==> src/rtl/corexy_pkg.sv <==
// Shared types for the CoreXY move sequencer: FSM states, the queued move word
// and the zero-period guard applied to speed words.
package corexy_pkg;

    typedef enum logic [2:0] {
        IDLE,
        LOAD,
        START,
        WAIT_RISE,
        WAIT_FALL,
        GAP
    } seq_state_t;

    typedef struct packed {
        logic [31:0] step_1;
        logic [31:0] speed_1;
        logic [31:0] step_2;
        logic [31:0] speed_2;
    } move_t;

    localparam int STEP_DIR_BIT = 31;

    // A zero half-period would stall the core, so it is promoted to 1.
    function automatic logic [31:0] fix_speed(input logic [31:0] s);
        return (s == 32'd0) ? 32'd1 : s;
    endfunction

endpackage

==> src/rtl/move_fifo.sv <==
// Synchronous FIFO with a level output and a synchronous clear that
// overrides any push or pop in the same cycle.
module move_fifo #(
    parameter int WIDTH = 128,
    parameter int DEPTH = 16,
    parameter int AW    = 4
) (
    input  logic             clk,
    input  logic             reset_n,
    input  logic             clr,
    input  logic             wr_en,
    input  logic [WIDTH-1:0] wr_data,
    input  logic             rd_en,
    output logic [WIDTH-1:0] rd_data,
    output logic             full,
    output logic [AW:0]      level
);

    logic [WIDTH-1:0] mem_q [DEPTH];
    logic [AW-1:0]    wr_ptr_q, wr_ptr_d;
    logic [AW-1:0]    rd_ptr_q, rd_ptr_d;
    logic [AW:0]      level_q, level_d;
    logic             empty, push, pop;

    assign full    = (level_q == (AW+1)'(DEPTH));
    assign empty   = (level_q == '0);
    assign push    = wr_en & ~full & ~clr;
    assign pop     = rd_en & ~empty & ~clr;
    assign rd_data = mem_q[rd_ptr_q];
    assign level   = level_q;

    always_comb begin
        wr_ptr_d = wr_ptr_q;
        rd_ptr_d = rd_ptr_q;
        level_d  = level_q;
        if (clr) begin
            wr_ptr_d = '0;
            rd_ptr_d = '0;
            level_d  = '0;
        end else begin
            if (push) wr_ptr_d = wr_ptr_q + 1'b1;
            if (pop)  rd_ptr_d = rd_ptr_q + 1'b1;
            case ({push, pop})
                2'b10:   level_d = level_q + 1'b1;
                2'b01:   level_d = level_q - 1'b1;
                default: level_d = level_q;
            endcase
        end
    end

    always_ff @(posedge clk or negedge reset_n) begin
        if (!reset_n) begin
            wr_ptr_q <= '0;
            rd_ptr_q <= '0;
            level_q  <= '0;
        end else begin
            wr_ptr_q <= wr_ptr_d;
            rd_ptr_q <= rd_ptr_d;
            level_q  <= level_d;
        end
    end

    always_ff @(posedge clk) begin
        if (push) mem_q[wr_ptr_q] <= wr_data;
    end

endmodule

==> src/rtl/corexy_move_sequencer.sv <==
// Feeds queued CoreXY move segments to the stepper core one at a time,
// counting completed moves and halting dispatch after an endstop-terminated move.
module corexy_move_sequencer
    import corexy_pkg::*;
#(
    parameter int DEPTH = 16,
    parameter int AW    = 4,
    parameter int GAP   = 4,
    parameter int WAIT  = 8
) (
    input  logic          clk,
    input  logic          reset_n,
    input  logic          wr_valid,
    output logic          wr_ready,
    input  logic [31:0]   wr_step_1,
    input  logic [31:0]   wr_speed_1,
    input  logic [31:0]   wr_step_2,
    input  logic [31:0]   wr_speed_2,
    input  logic          run,
    input  logic          flush,
    input  logic          endstop_hit,
    input  logic          steppers_driving,
    output logic [31:0]   stepper_step_in_1,
    output logic [31:0]   stepper_step_in_2,
    output logic [31:0]   stepper_speed_1,
    output logic [31:0]   stepper_speed_2,
    output logic          start_driving,
    output logic [AW:0]   level,
    output logic [15:0]   done_count,
    output logic          busy,
    output logic          halted
);

    localparam int CMAX = (WAIT > GAP) ? WAIT : GAP;
    localparam int CW   = $clog2(CMAX + 1);

    seq_state_t    state_q, state_d;
    logic [CW-1:0] cnt_q, cnt_d;
    logic          hit_q, hit_d;
    logic          halted_q, halted_d;
    logic [15:0]   done_q, done_d;
    move_t         out_q, out_d;
    move_t         wr_move, head;
    logic          full, pop;

    always_comb begin
        wr_move.step_1  = wr_step_1;
        wr_move.speed_1 = fix_speed(wr_speed_1);
        wr_move.step_2  = wr_step_2;
        wr_move.speed_2 = fix_speed(wr_speed_2);
    end

    move_fifo #(.WIDTH($bits(move_t)), .DEPTH(DEPTH), .AW(AW)) u_fifo (
        .clk     (clk),
        .reset_n (reset_n),
        .clr     (flush),
        .wr_en   (wr_valid),
        .wr_data (wr_move),
        .rd_en   (pop),
        .rd_data (head),
        .full    (full),
        .level   (level)
    );

    always_comb begin
        state_d       = state_q;
        cnt_d         = cnt_q;
        hit_d         = hit_q;
        halted_d      = halted_q;
        done_d        = done_q;
        out_d         = out_q;
        pop           = 1'b0;
        start_driving = 1'b0;
        case (state_q)
            IDLE: begin
                // A flush in the same cycle empties the queue, so no dispatch.
                if (run && (level != '0) && !halted_q && !flush) state_d = LOAD;
            end
            LOAD: begin
                pop     = 1'b1;
                out_d   = head;
                state_d = START;
            end
            START: begin
                start_driving = 1'b1;
                cnt_d         = '0;
                hit_d         = 1'b0;
                state_d       = WAIT_RISE;
            end
            WAIT_RISE: begin
                if (steppers_driving) begin
                    state_d = WAIT_FALL;
                end else if (cnt_q == CW'(WAIT - 1)) begin
                    done_d  = done_q + 16'd1;
                    cnt_d   = '0;
                    state_d = corexy_pkg::GAP;
                end else begin
                    cnt_d = cnt_q + 1'b1;
                end
            end
            WAIT_FALL: begin
                hit_d = hit_q | endstop_hit;
                if (!steppers_driving) begin
                    done_d = done_q + 16'd1;
                    if (hit_q | endstop_hit) begin
                        halted_d = 1'b1;
                        state_d  = IDLE;
                    end else begin
                        cnt_d   = '0;
                        state_d = corexy_pkg::GAP;
                    end
                end
            end
            corexy_pkg::GAP: begin
                if (cnt_q == CW'(GAP - 1)) state_d = IDLE;
                else                       cnt_d   = cnt_q + 1'b1;
            end
            default: state_d = IDLE;
        endcase
        if (flush) halted_d = 1'b0;
    end

    always_ff @(posedge clk or negedge reset_n) begin
        if (!reset_n) begin
            state_q  <= IDLE;
            cnt_q    <= '0;
            hit_q    <= 1'b0;
            halted_q <= 1'b0;
            done_q   <= '0;
            out_q    <= '0;
        end else begin
            state_q  <= state_d;
            cnt_q    <= cnt_d;
            hit_q    <= hit_d;
            halted_q <= halted_d;
            done_q   <= done_d;
            out_q    <= out_d;
        end
    end

    assign wr_ready          = ~full;
    assign busy              = (state_q != IDLE);
    assign halted            = halted_q;
    assign done_count        = done_q;
    assign stepper_step_in_1 = out_q.step_1;
    assign stepper_speed_1   = out_q.speed_1;
    assign stepper_step_in_2 = out_q.step_2;
    assign stepper_speed_2   = out_q.speed_2;

endmodule
==> config.mk <==
export PLATFORM = sky130hd
export DESIGN_NAME = corexy_move_sequencer
export DESIGN_NICKNAME = d
export VERILOG_FILES = /design/src/rtl/corexy_pkg.sv /design/src/rtl/move_fifo.sv /design/src/rtl/corexy_move_sequencer.sv
export SDC_FILE = /design/constraint.sdc
export NUM_CORES = 2
export LEC_CHECK = 0
export CORE_MARGIN = 2
export CORE_UTILIZATION = 40
export DETAILED_ROUTE_END_ITERATION = 10
export GPL_ROUTABILITY_DRIVEN = 0
export PLACE_DENSITY = 0.65
export SLEW_MARGIN = 20
export SYNTH_ARGS = -nofsm -noshare
export SYNTH_HDL_FRONTEND = slang
export SYNTH_SLANG_ARGS = --single-unit
export TNS_END_PERCENT = 10
==> constraint.sdc <==
create_clock -name clk -period 20.6 [get_ports clk]
set_clock_uncertainty 0.15 [all_clocks]
set_input_delay 3.09 -clock clk [delete_from_list [all_inputs] [get_ports clk]]
set_output_delay 3.09 -clock clk [all_outputs]
set_load 0.1 [all_outputs]
==> results.md <==
- Post-CTS Setup Inserts: 0
- CP cell instances: clkdlybuf4s50_1 -> a21boi_1 -> nand2_1 -> nor2_4 -> buf_4 -> buf_4 -> buf_4
- Final hold viol count: 0
- Crit end category: flop
- Max-slew violation count: 0
- Outcome: completed
- Final setup violation count: 0
- Leading register cell type out of synthesis: edfxtp_1
- CP Max Fanout: 55
- Rel. slew slack: 27.5%
- Reg2Reg Setup Slack: 15640 ps
- RSZ-0062 raised after global routing: no
- Worst Setup Path Type: input pin to flop
- Crit path buf inv count: 4
- Hold endpoint: done_count[15]
- Cts bufs inserted: 213
- Internal cell power: 8.31 mW
- F_max: 139 MHz
- DR pass1 iterations: 5
- Finished Cell Area: 0.0972 mm2
- Global-route wire length before repair: 281000 um
- Top delay family on crit path: buffers and inverters
- Post-DP Area: 0.0901 mm2
- Switch Pwr: 3.69 mW
- Period minus WS final: 7180 ps
- Final Power: 12.0 mW
- Clk slew on worst S/H paths: 60 ps
- PwrDens: 123 mW/mm2
- Grt ovf: 0
- Fraction of layout cells with a size suffix above 1: 21.9%
- Clock buffer depth: 3
- Clk sink count: 2214
- Global Route Usage Sum: 18.1%
- Hold path depth: 1
- DR DRC count: 0
- ANT nets after route: 0
- Min-delay worst type: flop to flop
- Root buf cell: clkbuf_16
- Final WS setup: 13420 ps
- Post-synth EDFFs: 2048
- Hold_buf cts: 0
- Post-CTS Resized: 0
- Via Count: 39079
- Row count: 168
- Die area: 0.213 mm2
- Synth Net Count: 3985
- Clk_lat worst skew: 850 ps
- Most frequent cells in the layout: edfxtp_1, mux4_2, clkdlybuf4s50_1
- Worst flop-to-flop path endpoint: u_fifo.mem_q[8][94]
- Slowest CP cell: buf_4
- Commonest non-fill, non-tap cell in the layout: edfxtp_1
- Synth-to-layout area growth: 15.8%
- Sw Share: 30.8%
- Synth unique cells: 53
- Setup TNS: 0 ps
- Post-synth ARST share: 7.50%
- Detailed Place HPWL: 106000 um
- Clock group share of total power: 32.5%
- Worst min-delay path startpoint: done_count[15]
- Largest net degree at the start of global routing: 139
- Reg power frac: 44.2%
- Reg2reg start: u_fifo.level[0]
- Post-DR wirelength/cell: 26.9 um
- TritonCTS clock tree: yes
- Post-route insts no fill: 7180
- Vias in the first global route: 40493
- Worst slew pin tran: 1090 ps
- Worst EP required: 20890 ps
- Fin crit share: 34.9%
- Post-synthesis sequential area ratio: 78.2%
- Mapped cell area: 0.0839 mm2
- Initial antenna violation count: 31
- Crit path top cell by count: buf_4
- CP Launch Type: input pin
- Post-placement cell count: 6762
- H-tree levels: 4
- Routed WL: 193000 um
- CORE AREA: 0.209 mm2
- Syn Area/Cell: 21.8 um2
- Lkg Pwr: 29.6 nW
- Die extent in x: 462 um
- Filler cells: 17158
- Initial Util: 40.1%
- Via-per-instance ratio: 5.44
- # port buffers: 287
- Flip-flop and latch count after synthesis: 2214
- R2R cell count: 7
- Final #Nets: 4318
- First DRT Iteration DRCs: 3475
- Synth Instances: 3841
- Worst EP arrival: 7470 ps
- Comb pwr share: 23.3%
- Worst path max stage delay: 920 ps
- # Max-Cap Violations: 0
- Setup WS pre-CTS: 12560 ps
- VDD IR max: 0.121 mV
- Chip Height: 462 um
- Number of synthesis warnings: 0
- IO Pins: 288
==> metal layers <==
layer  vias to the layer above  wire [um]  track usage, %  part of all wire [%]
li1                      16532          -               -                     -
met1                     21002      80700            24.6                    42
met2                      1247      94100            29.2                    49
met3                       276      12900            3.87                   6.7
met4                        22       5410            6.08                   2.8
met5                         -        160               0                 0.083
==> kinds of logic (layout without fill, tap and decap cells) <==
kind of cell | Yosys count | after routing | share of synthesized area, %
AOI/OAI and AO/OA | 293 | 293 | 1.86
muxes | 774 | 774 | 16.9
DFF | 2214 | 2214 | 78.2
adders and majority gates | 9 | 9 | 0.134
and+or+nand+nor | 262 | 262 | 1.39
other | 0 | 13 | 0
buffers and inverters | 266 | 787 | 1.29
xor gates and xnor gates | 23 | 23 | 0.240
==> power by group through the flow <==
stage	clock (mW)	sequential, mW	combinational, mW
after floorplan	0	6.17	1.27
after global placement	0	5.41	2.81
after detailed placement	0	5.41	2.83
after CTS	3.98	5.32	2.84
after global routing	4.15	5.33	2.97
final	3.90	5.30	2.80
==> how the worst max path moves through the flow <==
stage	cells after the start	end	start	slack (ps)
global route	7	u_fifo.mem_q[8][76]	wr_valid	13300
global placement	7	u_fifo.mem_q[8][80]	wr_valid	12540
floorplan	3	u_fifo.mem_q[3][0]	wr_valid	3790
CTS	7	u_fifo.mem_q[8][76]	wr_valid	13450
finish	7	u_fifo.mem_q[8][94]	wr_valid	13420
detailed placement	7	u_fifo.mem_q[8][77]	wr_valid	12560
==> flip-flops by register name, summed over array words and instances (netlist names), 3 cells and up <==
signal / count
stepper_step_in_1: 32
u_fifo.level: 5
stepper_step_in_2: 32
done_count: 16
u_fifo.mem_q: 2048
cnt_q: 4
u_fifo.rd_ptr_q: 4
stepper_speed_2: 32
u_fifo.wr_ptr_q: 4
stepper_speed_1: 32
state_q: 3
==> cell usage after synthesis (2+ instances only) <==
cell	count	area [um2]
nand2_1	25	93.8
inv_1	10	37.5
and4_1	2	17.5
edfxtp_1	2048	61500
nand3_1	13	65.1
nor2_1	169	634
nand4_1	7	43.8
nor2b_1	2	12.5
dfrtp_1	166	4150
o21bai_1	2	15.0
ha_1	9	113
xor2_1	10	87.6
buf_2	57	285
nor4_1	19	119
a21oi_1	135	676
nand2b_1	5	31.3
a31oi_1	3	18.8
clkbuf_1	178	668
nor3_1	5	25.0
mux2i_1	261	2610
mux4_2	512	11500
or3b_2	2	17.5
or3_1	2	12.5
o21ai_0	134	671
o41ai_1	2	17.5
and3_1	4	25.0
buf_1	19	71.3
o21a_1	3	22.5
xnor2_1	13	114
==> worst reg2reg max path, delay by kind of cell, from the launching register on <==
kind	cells	cell delay, ps
AO/OA/AOI/OAI	1	690
buffers and inverters	3	2200
AND/OR/NAND/NOR	3	960
flip-flops	1	510
==> area by class of cell <==
class | instances | area [um2] | area share (%)
repair buffers | 374 | 3580 | 3.69
diodes | 13 | 32.5 | 0.0335
multi-input cells | 1361 | 17300 | 17.8
inverters | 10 | 37.5 | 0.0386
clock inverters | 107 | 1190 | 1.22
flip-flops and latches | 2214 | 65700 | 67.5
clock buffers | 296 | 5870 | 6.03
well taps | 2805 | 3510 | 3.61
==> through the flow <==
stage	utilization, %	hold WS [ps]
after floorplan	-	329
after global placement	43.1	320
after detailed placement	43.1	331
after CTS	46.4	343
after global routing	46.5	354
final	46.5	342
No activity file was read; power rests on OpenSTA's default activity.
